`src/rtl/io_bridge.sv`:
```
// io_bridge: CPU output port to device TX FIFO, plus a single-word device RX holding register.
// Ports:
//   clk, reset (async active-low)
//   outport_enable/outport_data   CPU write into the TX FIFO
//   inport_in/inport_valid/in_ack CPU view of the RX holding register
//   dev_tx_data/valid/ready       device transmit handshake (FIFO head)
//   dev_rx_data/valid/ready       device receive handshake
//   tx_count                      TX FIFO occupancy
//   overflow/ovf_clr              sticky dropped-write flag and its clear
module io_bridge #(
    parameter int DEPTH = 4
) (
    input  logic                     clk,
    input  logic                     reset,
    input  logic                     outport_enable,
    input  logic [31:0]              outport_data,
    output logic [31:0]              inport_in,
    output logic                     inport_valid,
    input  logic                     in_ack,
    output logic [31:0]              dev_tx_data,
    output logic                     dev_tx_valid,
    input  logic                     dev_tx_ready,
    input  logic [31:0]              dev_rx_data,
    input  logic                     dev_rx_valid,
    output logic                     dev_rx_ready,
    output logic [$clog2(DEPTH):0]   tx_count,
    output logic                     overflow,
    input  logic                     ovf_clr
);
    localparam int AW = $clog2(DEPTH);
    localparam int CW = AW + 1;

    typedef enum logic {EMPTY, HOLD} rx_state_e;

    logic [31:0]   mem_q [DEPTH];
    logic [AW-1:0] wr_q, wr_d, rd_q, rd_d;
    logic [CW-1:0] cnt_q, cnt_d;
    logic          ovf_q, ovf_d;
    logic          full, push, pop, drop;
    rx_state_e     st_q, st_d;
    logic [31:0]   in_q, in_d;

    // A full FIFO still accepts a write when the head leaves in the same cycle.
    always_comb begin
        full  = cnt_q == CW'(DEPTH);
        pop   = (cnt_q != '0) && dev_tx_ready;
        push  = outport_enable && (!full || pop);
        drop  = outport_enable && !push;
        wr_d  = push ? wr_q + AW'(1) : wr_q;
        rd_d  = pop ? rd_q + AW'(1) : rd_q;
        cnt_d = (push && !pop) ? cnt_q + CW'(1) : (pop && !push) ? cnt_q - CW'(1) : cnt_q;
        ovf_d = drop ? 1'b1 : ovf_clr ? 1'b0 : ovf_q;
    end

    always_ff @(posedge clk or negedge reset) begin
        if (!reset) begin
            wr_q  <= '0;
            rd_q  <= '0;
            cnt_q <= '0;
            ovf_q <= 1'b0;
        end else begin
            wr_q  <= wr_d;
            rd_q  <= rd_d;
            cnt_q <= cnt_d;
            ovf_q <= ovf_d;
        end
    end

    // Storage is cleared on reset so dev_tx_data reads zero while reset is held.
    always_ff @(posedge clk or negedge reset) begin
        if (!reset) begin
            for (int i = 0; i < DEPTH; i++) mem_q[i] <= '0;
        end else if (push) begin
            mem_q[wr_q] <= outport_data;
        end
    end

    // RX: capture only from EMPTY, so an ack in HOLD always spends one cycle in EMPTY.
    always_comb begin
        st_d = (st_q == EMPTY) ? (dev_rx_valid ? HOLD : EMPTY) : (in_ack ? EMPTY : HOLD);
        in_d = (st_q == EMPTY && dev_rx_valid) ? dev_rx_data : in_q;
    end

    always_ff @(posedge clk or negedge reset) begin
        if (!reset) begin
            st_q <= EMPTY;
            in_q <= '0;
        end else begin
            st_q <= st_d;
            in_q <= in_d;
        end
    end

    assign dev_tx_data  = mem_q[rd_q];
    assign dev_tx_valid = cnt_q != '0;
    assign tx_count     = cnt_q;
    assign overflow     = ovf_q;
    assign inport_in    = in_q;
    assign inport_valid = st_q == HOLD;
    assign dev_rx_ready = st_q == EMPTY;
endmodule

```
`config.mk`:
```
export PLATFORM = sky130hd
export DESIGN_NAME = io_bridge
export DESIGN_NICKNAME = d
export VERILOG_FILES = /design/src/rtl/io_bridge.sv
export SDC_FILE = /design/constraint.sdc
export NUM_CORES = 1
export LEC_CHECK = 0
export ABC_CLOCK_PERIOD_IN_PS = 2700
export CELL_PAD_IN_SITES_DETAIL_PLACEMENT = 0
export CELL_PAD_IN_SITES_GLOBAL_PLACEMENT = 2
export CORE_AREA = 2 2 118 206
export CTS_BUF_LIST = sky130_fd_sc_hd__clkbuf_4 sky130_fd_sc_hd__clkbuf_8
export DETAILED_ROUTE_END_ITERATION = 8
export DIE_AREA = 0 0 120 208
export PLACE_DENSITY = 0.78
export SYNTH_ARGS = -nofsm -noshare
export SYNTH_HDL_FRONTEND = slang
export SYNTH_SLANG_ARGS = --single-unit
```
`constraint.sdc`:
```
create_clock -name clk -period 2.7 [get_ports clk]
set_input_delay 0.405 -clock clk [delete_from_list [all_inputs] [get_ports clk]]
set_output_delay 0.405 -clock clk [all_outputs]
set_load 0.005 [all_outputs]
```
==> results of run 1 <==
[cell usage in the layout (no fill, tap or decap), types with 2 or more instances in the layout]
master / synthesis / layout
dfrtp_1: 169 / 167
clkdlybuf4s50_1: 0 / 139
mux2_4: 120 / 120
mux2_2: 42 / 42
mux4_2: 32 / 32
clkbuf_8: 0 / 20
buf_12: 12 / 8
inv_1: 7 / 7
clkinv_2: 0 / 6
ha_1: 5 / 5
and3_2: 0 / 4
xnor2_1: 4 / 4
clkinvlp_4: 0 / 3
buf_4: 0 / 3
nand2_1: 2 / 2
xor2_1: 2 / 2
clkinv_4: 0 / 2
buf_6: 4 / 2
[registers in the layout, indices dropped and copies added (netlist names)]
register	count
inport_in	32
inport_valid	1
mem_q	128
overflow	1
rd_q	2
tx_count	3
wr_q	2
[kinds of logic after synthesis]
group                      share of synthesized area [%]
and+or+nand+nor                                   0.8660
AOI/OAI and AO/OA                                 0.1765
adders and majority gates                          1.059
xor gates and xnor gates                          0.6736
DFF                                                54.21
muxes                                              38.40
buffers and inverters                              4.619
[routing by layer]
metal  wire (um)  part of all wire (%)  up-vias  GRT usage (%)
met5           0                     0        -              0
met1        6942                    42     2184          17.43
met2        8593                    51      118          23.98
met3         821                   4.9       18          3.975
li1            -                     -     1815              -
met4         344                   2.1        0          5.801
[what timing repair did]
action / CTS / global route
buffers inserted: 0 / 0
hold buffers: 1 / 0
hold endpoints to repair: 67 / 0
endpoints found under the setup margin: 18 / 4
gates resized for setup: 1 / 2
[worst max-delay path, delay by kind of cell, from the launching register on]
family / cells / cell delay (ns)
buffers and inverters: 2 / 0.70
DFF: 1 / 0.64
muxes: 1 / 0.35
[path summary, 6_finish.rpt]
| kind | end | cells after the start |
|---|---|---|
| hold / removal | inport_valid$_DFF_PN0_ | 2 |
| setup reg to reg | tx_count[1]$_DFFE_PN0P_ | 7 |
| hold reg to reg | inport_in[0]$_DFFE_PN0P_ | 1 |
| setup / recovery | dev_tx_data[18] | 3 |
| min in group asynchronous | mem_q[79]$_DFFE_PN0P_ | 2 |
| max in group asynchronous | mem_q[72]$_DFFE_PN0P_ | 3 |
[power by group]
group	total [uW]	switching [uW]	internal (uW)
clock network	1730	941	793
logic	5440	1670	3780
registers	4410	716	3700
total	11600	3330	8270
[layout make-up]
cell class	count	share of cell area, %
clock buffers	20	2.793
clock inverters	12	1.016
inverters	7	0.2666
multi-input cells	219	32.67
flip-flops and latches	169	42.97
well taps	304	3.860
repair buffers	154	16.43
[stage by stage]
stage	instance area [um2]	util, %	setup WS, ns	hold slack (ns)
after floorplan	7801	-	0.5248	0.1094
after global placement	9460	40.71	0.09933	0.4465
after detailed placement	9460	40.71	0.07172	0.4741
after CTS	9848	42.38	0.02516	0.4386
after global routing	9854	42.40	0.01446	0.4551
final	9854	42.40	0.1293	0.4837
==> impl_results.md, run 1 <==
- Relative slew slack: 54.89%
- Clock-pin slew on the worst setup and hold paths: approximately 0.080 ns
- Multi-input logic area: 3219 um2
- Post-route ant nets: 0
- Flops & latches, synth: 169
- Seq. cell area: 4234 um2
- Hold Startpoint: in_ack
- RR Startpoint: tx_count[1]$_DFFE_PN0P_
- 1st-iter DRT viols: 193
- CP Capture Type: output port
- WL final: 16700 um
- NumNets Final: about 650
- PD cells: 1176 nW/um2
- Initial DRT Pass Iterations: 4
- # diodes: 0
- Post-Syn Nets: 500
- Tot GR Track Use: 14.37%
- Fin crit share: 95.21%
- Area contributors post-synth: dfrtp_1 54%, mux2_4 23%, mux4_2 9.2%
- Peak VDD IR: 0.5643 mV
- R2r setup slk: 0.54 ns
- Cell Rows: 74
- DR vias/cell: 4.672
- Final Wtd Congestion: a little under 0.7
- Io pins: about 140
- Crit path DAT: 2.17 ns
- Worst Setup SP: rd_q[1]$_DFFE_PN0P_
- Maximum Capacitance Violations: 0
- Synth top area share: 54.21%
- Crit Path Category: register to output port
- Core area: 23240 um2
- Pleak: 0.004195 uW
- Initial antenna violation count: 0
- CTS root buffer: clkbuf_8
- Post-Layout Cell Count: 885
- Mapped cell area: approximately 7800 um2
- Most frequent cells after synthesis: 169 x dfrtp_1, 120 x mux2_4, 42 x mux2_2
- Worst-path cell chain: buf_12 -> mux4_2 -> clkdlybuf4s50_1
- TritonCTS Sinks: 169
- Cell variety after synth: 22
- Ys flop type: dfrtp_1
- Final Hold Viols: 0
- Final setup vio count: 0
- Slowest-stage cell, CP: dfrtp_4
- CP peak stage delay: 0.64 ns
- Outcome: completed
- Clock Tree Buf Depth: 2
- CTS tree: built
- Initial Util: between 30% and 40%
- Number of synthesized flops with an enable pin: 0
- Clk_skew: 0.01051 ns
- Synthesized area per cell: 18.44 um2
- Unrepaired setup endpoints after global routing: no
- Routed vias: approximately 4100
- Skew-Pair Late Insertion Delay: 0.48 ns
- Register area share after synthesis: between 50% and 60%
- Die span in x: 120 um
- CTS H-tree lvls: 4
- Share of cells above drive strength 1: 42.51%
- Crit path required time: 2.30 ns
- Number of global-route vias before repair: 4931
- Post-Synthesis Cells: 423
- Min Tclk post-route: ~2.6 ns
- Area Overhead vs Synth: 26.32%
- # DRC: 0
- Final Power: 11590 uW
- Synth area leader: dfrtp_1
- Largest net degree at the start of global routing: 70
- Startpoint Class: register
- I/O Buffers: between 100 and 150
- Synth Warn #: 0
- CP Max Fanout: 18
- Die H: ~210 um
- Die area: 24960 um2
- Async SR Flop Fraction: 100.0%
- Worst Hold Class: primary input to register
- Worst slew pin tran: 0.6767 ns
- Max Freq: ~390 MHz
- Post-Place Cells: 852
- CTS Buf Count: 17
- DR WL/cell: 18.87 um
- Final HPWL DP: about 11000 um
- Final Max Slew Viols: 0
- FILL cells: slightly above 2000
- Most frequent cell after synthesis: dfrtp_1
- Aggregate global routing overflow: 0
- Final setup TNS: 0 ns
- First-pass GRT wire length: 27450 um
Note: power is estimated with default switching activity, not from simulation.
==> inputs of run 2 (changes only) <==
Settings changed: CELL_PAD_IN_SITES_DETAIL_PLACEMENT 0 to not set, CELL_PAD_IN_SITES_GLOBAL_PLACEMENT 2 to not set, PLACE_DENSITY 0.78 to 0.62.
==> run 2 against run 1 <==
Net effect:
- global-route usage decreased by 0.092 points
- non-clock buffer count increased by 1
- design area decreased by 0.25%
- worst hold slack got worse by 0.0060 ns
- wire length increased by 1.0%
- clock-buffer cell count decreased by 2
- utilization decreased by 0.11 points
- fmax about the same
- clock power decreased by 6%
- sequential share of layout area increased by 0.11 points
- critical path type unchanged
- critical endpoint is now dev_tx_data[9]
==> impl_results.md, run 2 (same netlist as run 1, synthesis figures left out) <==
- Final Hold Viols: 0
- Maximum Capacitance Violations: 0
- Outcome: completed
- Share of cells above drive strength 1: 42.61%
- Most frequent cells in the layout: 167 x dfrtp_1, 140 x clkdlybuf4s50_1, 120 x mux2_4, 42 x mux2_2, 32 x mux4_2
- Die H: 208 um
- R2R depth: 7
- Clock-pin slew on the worst setup and hold paths: 0.09 ns
- Worst R2R End: tx_count[1]$_DFFE_PN0P_
- Initial antenna violation count: 0
- Initial Util: 33.57%
- DR WL/cell: 19.05 um
- Min Tclk post-route: ~2.6 ns
- Aggregate global routing overflow: 0
- Skew-Pair Late Insertion Delay: 0.48 ns
- Post-route ant nets: 0
- Final HPWL DP: 10690 um
- Worst Setup SP: rd_q[0]$_DFFE_PN0P_
- Startpoint Class: register
- # DRC: 0
- First-pass GRT wire length: 27180 um
- RR Startpoint: tx_count[1]$_DFFE_PN0P_
- Most common cell after layout, fill and taps aside: dfrtp_1
- CP bufs+invs: 2
- NumNets Final: 646
- Post-CTS Setup Repair Bufs: 0
- Max Freq: 389.1 MHz
- Final Max Slew Viols: 0
- Relative slew slack: roughly 56%
- Top reg by flops: mem_q
- R2r setup slk: 0.45 ns
- Crit Path Category: register to output port
- Final Wtd Congestion: 0.7230
- I/O Buffers: 141
- Worst-path cell chain: buf_8 -> mux4_2 -> clkdlybuf4s50_1
- Crit path capture: dev_tx_data[9]
- PD cells: 1175 nW/um2
- Worst Hold Class: primary input to asynchronous set/reset pin
- Final setup TNS: 0 ns
- Initial DRT Pass Iterations: 5
- Number of global-route vias before repair: 4780
- CP Capture Type: output port
- Final Power: ~12000 uW
- Io pins: 142
- CTS root buffer: clkbuf_8
- Unrepaired setup endpoints after global routing: no
- Clk_skew: 0.009039 ns
- CTS H-tree lvls: 4
- 1st-iter DRT viols: 177
- Fin crit share: 95.20%
- Peak VDD IR: 0.5564 mV
- Area Overhead vs Synth: 26.00%
- CP Max Fanout: 15
- Worst slew pin tran: between 0.6 and 0.7 ns
- # diodes: 0
- CP peak stage delay: 0.57 ns
- Largest net degree at the start of global routing: a little under 70
- Cell Rows: 74
- Crit path DAT: 2.17 ns
- Die span in x: 120 um
- Final setup vio count: 0
- Max FFs per register: 128
- Die area: 24960 um2
- Logic depth of the worst path, buffers included: 3
- DR vias/cell: around 4.6
- Slowest-stage cell, CP: mux4_2
- WL final: 16880 um
- Cell family with most CP delay: buffers and inverters
- Tot GR Track Use: 14.28%
- Crit path required time: 2.30 ns
- Clock Tree Buf Depth: 2
- TritonCTS Sinks: roughly 170
- Routed vias: 4116
- Core area: about 23000 um2
- CTS tree: built
- CTS Buf Count: 17
- Pleak: 0.004174 uW
run 2: per-layer routing:
layer	global-route usage, %	vias up	part of all wire, %
li1	-	1827	-
met1	16.72	2159	41
met2	24.63	115	53
met3	3.947	15	4.4
met4	5.477	0	1.5
met5	0	-	0
run 2: metrics by stage:
stage	area [um2]	instances	hold slack [ns]	worst slack [ns]	utilization [%]
global route	9829	886	0.4502	0.02916	42.30
finish	9829	886	0.4777	0.1297	42.30
floorplan	7801	423	0.1094	0.5248	-
CTS	9823	886	0.4282	0.003204	42.27
global placement	9468	853	0.4434	0.1051	40.74
detailed placement	9468	853	0.4587	0.01439	40.74
run 2: final cells by class:
type	instances	area, um2
clock buffer	18	241.5
clock inverter	14	100.1
fill	2065	13410
inverter	7	26.28
multi-input combinational	219	3219
sequential	169	4234
tap	304	380.4
timing repair buffer	155	1628
run 2: how the worst min path moves through the flow:
stage	start	end	slack, ns
global placement	reset	inport_in[10]$_DFFE_PN0P_	0.44
detailed placement	reset	inport_in[10]$_DFFE_PN0P_	0.46
CTS	in_ack	inport_valid$_DFF_PN0_	0.43
finish	reset	inport_in[17]$_DFFE_PN0P_	0.48
floorplan	reset	inport_in[0]$_DFFE_PN0P_	0.11
global route	in_ack	inport_valid$_DFF_PN0_	0.45
run 2: what timing repair did:
item,4_1_cts,5_1_grt
hold buffers,1,0
setup endpoints to repair,15,5
hold endpoints to repair,65,0
resized for setup,1,2
run 2: worst reg2reg max path, cell delays in order (launching register included):
cell and delay (ns):
dfrtp_1 0.45, or4b_4 0.54, nand2_1 0.10, inv_1 0.05, ha_1 0.21, inv_1 0.08
fa_1 0.42, mux2_2 0.28
run 2: report_power, final:
part	total [uW]	internal (uW)	leakage [uW]	switching, uW
registers	4420	3700	0.00200	725
clock network	1630	649	0.000173	985
logic	5490	3800	0.00200	1700
total	11600	8140	0.00417	3410
